--- src/rtl/periodic_tick_counter_pkg.sv ---
// rtl/periodic_tick_counter_pkg.sv - shared types and constants for the periodic tick counter
package periodic_tick_pkg;

    typedef enum logic {
        RUN  = 1'b0,
        HALT = 1'b1
    } tick_state_t;

    localparam logic [7:0] ASCII_ZERO        = 8'h30;
    localparam logic [7:0] DEFAULT_TICK_CHAR = 8'h50;

    function automatic logic [3:0] digit_next(input logic [3:0] d);
        return (d == 4'd9) ? 4'd0 : d + 4'd1;
    endfunction

endpackage

--- src/rtl/periodic_tick_counter_uart_req_slot.sv ---
// rtl/periodic_tick_counter_uart_req_slot.sv - one-entry valid/ready byte holding register with overrun flag
module uart_req_slot
    import periodic_tick_pkg::*;
(
    input  logic       clk,
    input  logic       rst,
    input  logic       i_load,
    input  logic [7:0] i_data,
    input  logic       i_ready,
    input  logic       i_clear_ovr,
    output logic       o_valid,
    output logic [7:0] o_data,
    output logic       o_overrun
);

    logic       r_valid;
    logic [7:0] r_data;
    logic       r_overrun;
    logic       w_accept;

    assign w_accept = r_valid & i_ready;

    // A load in the acceptance cycle refills the slot with no bubble.
    always_ff @(posedge clk or posedge rst) begin
        if (rst) begin
            r_valid <= 1'b0;
            r_data  <= 8'h00;
        end else if (i_load && (!r_valid || w_accept)) begin
            r_valid <= 1'b1;
            r_data  <= i_data;
        end else if (w_accept) begin
            r_valid <= 1'b0;
        end
    end

    always_ff @(posedge clk or posedge rst) begin
        if (rst) begin
            r_overrun <= 1'b0;
        end else if (i_clear_ovr) begin
            r_overrun <= 1'b0;
        end else if (i_load && r_valid && !w_accept) begin
            r_overrun <= 1'b1;
        end
    end

    assign o_valid   = r_valid;
    assign o_data    = r_data;
    assign o_overrun = r_overrun;

endmodule

--- src/rtl/periodic_tick_counter.sv ---
// rtl/periodic_tick_counter.sv - programmable-period tick counter with UART byte request per tick
// Optional ASCII digit payload selected by macro PERIODIC_TICK_ASCII_EN.
module periodic_tick_counter
    import periodic_tick_pkg::*;
#(
    parameter int          WIDTH     = 32,
    parameter logic [63:0] PERIOD    = 64'd1000000000,
    parameter int          TICK_W    = 16,
    parameter logic [7:0]  TICK_CHAR = DEFAULT_TICK_CHAR
) (
    input  logic              clk,
    input  logic              i_reset,
    input  logic              i_enable,
    input  logic              i_oneshot,
    input  logic              i_clear,
    output logic [WIDTH-1:0]  o_count,
    output logic              o_tick,
    output logic [TICK_W-1:0] o_tick_count,
    output logic              o_start_uart,
    input  logic              i_uart_ready,
    output logic [7:0]        o_uart_data,
    output logic              o_overrun
);

    localparam logic [WIDTH-1:0] LP_LAST = WIDTH'(PERIOD - 64'd1);

    tick_state_t       r_state;
    tick_state_t       w_state_nxt;
    logic [WIDTH-1:0]  r_count;
    logic [WIDTH-1:0]  w_count_nxt;
    logic              r_tick;
    logic              w_wrap;
    logic [TICK_W-1:0] r_tally;
    logic [7:0]        w_byte;
    logic              w_load;

    always_ff @(posedge clk or posedge i_reset) begin
        if (i_reset) begin
            r_state <= RUN;
            r_count <= '0;
            r_tick  <= 1'b0;
        end else begin
            r_state <= w_state_nxt;
            r_count <= w_count_nxt;
            r_tick  <= w_wrap;
        end
    end

    // Clear outranks enable and wrap; HALT pins the count at zero.
    always_comb begin
        w_state_nxt = r_state;
        w_count_nxt = r_count;
        w_wrap      = 1'b0;
        if (i_clear) begin
            w_state_nxt = RUN;
            w_count_nxt = '0;
        end else begin
            case (r_state)
                RUN: begin
                    if (i_enable) begin
                        if (r_count == LP_LAST) begin
                            w_count_nxt = '0;
                            w_wrap      = 1'b1;
                            if (i_oneshot) begin
                                w_state_nxt = HALT;
                            end
                        end else begin
                            w_count_nxt = r_count + WIDTH'(1);
                        end
                    end
                end
                HALT: begin
                    w_count_nxt = '0;
                end
                default: begin
                    w_state_nxt = RUN;
                    w_count_nxt = '0;
                end
            endcase
        end
    end

    always_ff @(posedge clk or posedge i_reset) begin
        if (i_reset) begin
            r_tally <= '0;
        end else if (i_clear) begin
            r_tally <= '0;
        end else if (w_wrap) begin
            r_tally <= r_tally + TICK_W'(1);
        end
    end

`ifdef PERIODIC_TICK_ASCII_EN
    logic [3:0] r_digit;

    // Tracks the tally mod 10 so the payload needs no divider.
    always_ff @(posedge clk or posedge i_reset) begin
        if (i_reset) begin
            r_digit <= 4'd0;
        end else if (i_clear) begin
            r_digit <= 4'd0;
        end else if (w_wrap) begin
            r_digit <= digit_next(r_digit);
        end
    end

    assign w_byte = ASCII_ZERO + {4'd0, r_digit};
`else
    assign w_byte = TICK_CHAR;
`endif

    assign w_load = r_tick & ~i_clear;

    uart_req_slot u_slot (
        .clk         (clk),
        .rst         (i_reset),
        .i_load      (w_load),
        .i_data      (w_byte),
        .i_ready     (i_uart_ready),
        .i_clear_ovr (i_clear),
        .o_valid     (o_start_uart),
        .o_data      (o_uart_data),
        .o_overrun   (o_overrun)
    );

    assign o_count      = r_count;
    assign o_tick       = r_tick;
    assign o_tick_count = r_tally;

endmodule
--- config.mk ---
export PLATFORM = sky130hd
export DESIGN_NAME = periodic_tick_counter
export DESIGN_NICKNAME = d
export VERILOG_FILES = /design/src/rtl/periodic_tick_counter_pkg.sv /design/src/rtl/periodic_tick_counter_uart_req_slot.sv /design/src/rtl/periodic_tick_counter.sv
export SDC_FILE = /design/constraint.sdc
export NUM_CORES = 1
export LEC_CHECK = 0
export CORE_MARGIN = 4
export CORE_UTILIZATION = 25
export CTS_CLUSTER_DIAMETER = 80
export CTS_CLUSTER_SIZE = 14
export DETAILED_ROUTE_END_ITERATION = 10
export RECOVER_POWER = 25
export SLEW_MARGIN = 20
export SYNTH_ARGS = -nofsm -noshare
export SYNTH_HDL_FRONTEND = slang
export SYNTH_HIERARCHICAL = 1
export SYNTH_SLANG_ARGS = --single-unit
--- constraint.sdc ---
create_clock -name clk -period 2.69 [get_ports clk]
set_input_delay 0.538 -clock clk [delete_from_list [all_inputs] [get_ports clk]]
set_output_delay 0.538 -clock clk [all_outputs]
set_load 0.01 [all_outputs]
======== After elaboration in Yosys (flattened, before gate mapping) ========
Index checks and enable logic that the tools add are counted.
storage, ports and cells
  register bits after elaboration ......... 53
  input port bits ......................... 6
  output and inout port bits .............. 59
  word-level logic and storage cells ...... 43
operators by class
  $add $sub $neg .......................... 2
  equality and inequality tests ........... 2
  multiplexer cells ....................... 19
  bitwise logic cells ..................... 4
  reductions and logical operators ........ 9
operators by type and width
  cell                   count
  $mux 32                3
  $pmux 32 s2            1
  $add 32x1->32 const B  1
  $eq 32x30->1 const B   1
  $mux 16                2
  $add 16x1->16 const B  1
  $mux 1                 13
  $reduce_bool 2->1      3
  $logic_and 1x1->1      3
  $ne 3x3->1 const B     1
  $and 1x1->1            2
  $logic_not 1->1        2
  $not 1->1              2
  $logic_or 1x1->1       1

======== Depth between registers and ports, before layout ========
  word-level depth ........................ 7
  mapped depth ............................ 7

======== Modules after synthesis ========
Netlist, hierarchy kept.
by module, submodules not included
  module                 instances  cells each  area each (sq um)  seq. area each (sq um)
  periodic_tick_counter  1          310         2793.9             1251.2
  uart_req_slot          1          25          420.4              250.2

======== Least setup slack after synthesis ========
OpenSTA, ideal clock, no wires.
  path type ............................... register to register
  start ................................... register r_count[26], in the netlist o_count[26]
  end ..................................... register r_count[18], in the netlist o_count[18]
  data arrival time ....................... 2299 ps
  setup slack ............................. 265 ps
  cell stages (with the launch flop) ...... 6
  buffers on the path ..................... 1
  period minus slack after synthesis ...... 2425 ps
  cell sequence ........................... dfrtp_1 -> or4b_4 -> nor4_4 -> a31oi_1 -> clkbuf_1 -> a221o_1
on the way
  longest elaborated chain between the ends .. 5
RTL lines
  what                    line                         RTL
  from (decl)             periodic_tick_counter.sv:29  logic [WIDTH-1:0] r_count;
  from (signal assigned)  periodic_tick_counter.sv:44  r_count <= w_count_nxt;
  $eq 32x30->1            periodic_tick_counter.sv:61  if (r_count == LP_LAST) begin
  $mux 32                 periodic_tick_counter.sv:61
  $mux 32                 periodic_tick_counter.sv:60  if (i_enable) begin
  $pmux 32 s2             periodic_tick_counter.sv:58  case (r_state)
  $mux 32                 periodic_tick_counter.sv:54  if (i_clear) begin
No other way between the ends. The select of a mux whose other input is x is not followed.
A chain may end at the register's enable or synchronous reset.

======== Final worst setup path ========
  start ................................... register r_count[30], in the netlist o_count[30]
  end ..................................... register r_tally[14], in the netlist o_tick_count[14]
on the way
  longest elaborated chain between the ends .. 6
RTL lines
  what                         line                         RTL
  $eq 32x30->1                 periodic_tick_counter.sv:61
  $mux 1                       periodic_tick_counter.sv:61
  $mux 1                       periodic_tick_counter.sv:60
  $mux 1                       periodic_tick_counter.sv:58
  $mux 1                       periodic_tick_counter.sv:54
  $reduce_bool 2->1 (no line)  --
  to (signal assigned)         periodic_tick_counter.sv:89  r_tally <= r_tally + TICK_W'(1);
  to (decl)                    periodic_tick_counter.sv:33  logic [TICK_W-1:0] r_tally;
No other way between the ends.

==> results.toml <==
[place]
place_inst = 583
port_buffers = 64
routabilityCongestion = 0.8911
hpwl_mm = 6.550
post-place-ws_ns = 0.1771

[cts]
clk_path_buf_depth = 2
cts.repair.resized = 0
cts.sinks = 60
clock_latency_ns = 0.33
cts_buffers = 9
cts_tree = "built"
cts_setup_buffers = 0
cts-root-buf = "clkbuf_16"
htree_levels = 3
cts_hold_buf = 0
clkTransAtPathRegs_ns = 0.06

[drt]
route.detailed.drc = 0
wl_per_cell_um = 15.20
viasPerCell = 4.885
routed_wl_mm = 9.102
drtPass1Iterations = 4
vias = 2926
drtAntennaViolNets = 0
drt_iter0_drc = 192

[logic_synthesis]
ys_warn_count = 6
synth_edf_count = 0
yosys_most_used_dff = "dfrtp_1"
syn-cell-area_um2 = 3214
ys_types = 48
synth.avg_cell_area_um2 = 9.595
syn_inst = 335
async_flop_share = 1.000
ys_ff_latch = 60
synth-seq-area-share = 0.4671

[finish]
final_cell_mix = "63 x clkdlybuf4s50_1, 60 x dfrtp_1, 33 x nand2_1"
layout.nets = 430
final_common_cell = "clkdlybuf4s50_1"
regArea_um2 = 1501
antenna_cells = 0
multi_input_area_um2 = 1654
fillers = 1325
instances_no_fill = 599
layout-drive-gt1-share = 0.1241
area_growth_pct = 39.16

[die]
start_util = 0.2547
die_h_um = 121.4
num_io_pins = 65
die_w_um = 121.4
dieArea_um2 = 14740
placementRows = 41
core_area_um2 = 12620

[worst_setup_path]
arrival_ns = 2.72
cp_top_family = "simple AND/OR/NAND/NOR gates"
reg2reg_depth = 5
crit_fanout = 5
critPathRequiredTime_ns = 2.94
rr_endpoint = "o_tick_count[14]$_DFFE_PP0P_"
critPathCaptureType = "flip-flop"
rrSetupSlack_ns = 0.22
path_buf_inv = 0
r2r_start = "o_count[30]$_DFFE_PP0P_"
cp-start-kind = "flip-flop"
crit_type = "reg -> reg"
max_stage_delay_ns = 0.57
crit_slowest_cell = "or4b_1"
crit_path_cell_trace = "or4b_1 -> nor3_1 -> nand4_1 -> or4_1 -> a21oi_1"

[timing]
skew_ns = 0.01144
setup_viol = 0
tns_ns = 0
relSlewSlack = 0.1359
finalCritPeriodShare = 0.9170
fin_crit_ns = 2.467
drv_slew = 0
hold_violations = 0
maxClockFrequency_mhz = 405.4
setup_slack_ns = 0.2233
tightestPinTransition_ns = 1.296
rsz0062_at_grt = "no"

[global_route]
grtUsageTotal = 0.1306
grt_max_degree = 51
antenna_found_initial = 0
grt_pass1_vias = 2887
grt_pass1_wl_mm = 15.17
grt_overflow = 0

[job]
cap_violations = 0

[min_path]
hold_end = "u_slot/o_overrun$_DFFE_PP0P_"
min_path_cells = 2
hold_class = "reg -> reg"
min_from = "u_slot/o_overrun$_DFFE_PP0P_"

[power]
peakVddDrop_uv = 299.8
powerDensity_nw_per_um2 = 483.9
p_leak_nw = 1.810

[run_status]
status = "completed"
[worst max path at each step]
| stage | from | end | cells after the start |
|---|---|---|---|
| 2_1_floorplan | o_count[26]$_DFFE_PP0P_ | o_count[18]$_DFFE_PP0P_ | 5 |
| 3_3_place_gp | i_enable | o_tick_count[12]$_DFFE_PP0P_ | 6 |
| 3_5_place_dp | i_enable | o_tick_count[14]$_DFFE_PP0P_ | 6 |
| 4_1_cts | o_count[30]$_DFFE_PP0P_ | o_tick_count[14]$_DFFE_PP0P_ | 5 |
| 5_1_grt | o_count[30]$_DFFE_PP0P_ | o_tick_count[14]$_DFFE_PP0P_ | 5 |
| 6_report | o_count[30]$_DFFE_PP0P_ | o_tick_count[14]$_DFFE_PP0P_ | 5 |
[layout make-up]
cell class	instances	area share
clock buffer	10	0.05343
clock inverter	6	0.01427
inverter	11	0.009231
multi-input combinational	260	0.3698
sequential	60	0.3357
tap	172	0.04811
timing repair buffer	80	0.1695
[power by group]
part,total (W),leakage [nW],internal (W),switching [W]
Sequential,0.000915,0.835,0.000909,0.00000615
Clock,0.00116,0.144,0.000739,0.000422
Combinational,0.0000876,0.831,0.0000320,0.0000555
[stage by stage]
step	util	total power [W]	instance area [um^2]	hold WS (ns)
global placement	0.3316	0.001023	4185	0.4767
finish	0.3545	0.002164	4473	0.5112
CTS	0.3556	0.002194	4488	0.5169
floorplan	-	0.0009768	3237	0.3782
detailed placement	0.3316	0.001024	4185	0.5050
global route	0.3545	0.002253	4473	0.5436
[logic make-up (layout without fill, tap and decap cells)]
kind of cell,after synthesis,after routing,synth area share
flops,60,60,0.4671
buf+inv,21,107,0.02530
xor+xnor,16,16,0.04360
other cells,2,8,0.002336
simple gates,169,169,0.3005
fa+ha+maj,2,2,0.007784
mux,8,8,0.03737
compound gates,57,57,0.1160
[Yosys cell counts, types with 2 or more instances]
cell type  instances  area share
nand4_1           15       0.029
a21oi_1           15       0.023
or3_1             10       0.019
or4_1             12       0.028
and4_1             3      0.0082
inv_1             11       0.013
dfrtp_1           60        0.47
o21ai_0           11       0.017
nor2b_1            2      0.0039
o31ai_1            5       0.012
o311ai_0           2      0.0055
nor2_1            27       0.032
buf_2              2      0.0031
and2_1             2      0.0039
nand2_1           33       0.039
ha_1               2      0.0078
nor4_1             5      0.0097
clkbuf_1           8      0.0093
xor2_1            11       0.030
nor3_1             8       0.012
or2_2              2      0.0039
nand3_1           26       0.040
xnor2_1            5       0.014
and3_1            10       0.019
o211ai_1           8       0.019
a31oi_1            6       0.012
mux2_4             8       0.037
conb_1             2      0.0023
nand4b_1           2      0.0055
a221o_1            4       0.012
[tightest hold or removal path: stages, from the launching register on]
cell and delay, ns:
dfrtp_1 0.34, a31oi_1 0.05, nor2_1 0.08
[flip-flops by register name (all words and copies together) (netlist names)]
register          count
o_count              32
o_tick_count         16
u_slot/o_data         8
o_tick                1
r_state               1
u_slot/o_overrun      1
u_slot/o_valid        1
[layer usage]
layer / global-route usage / share of wire / up-vias
met5: 0 / 0 / -
met4: 0.03221 / 0.0070 / 0
met3: 0.04289 / 0.053 / 4
met2: 0.1962 / 0.46 / 77
met1: 0.1815 / 0.48 / 1431
li1: - / - / 1414
No activity file was read; power rests on OpenSTA's default activity.
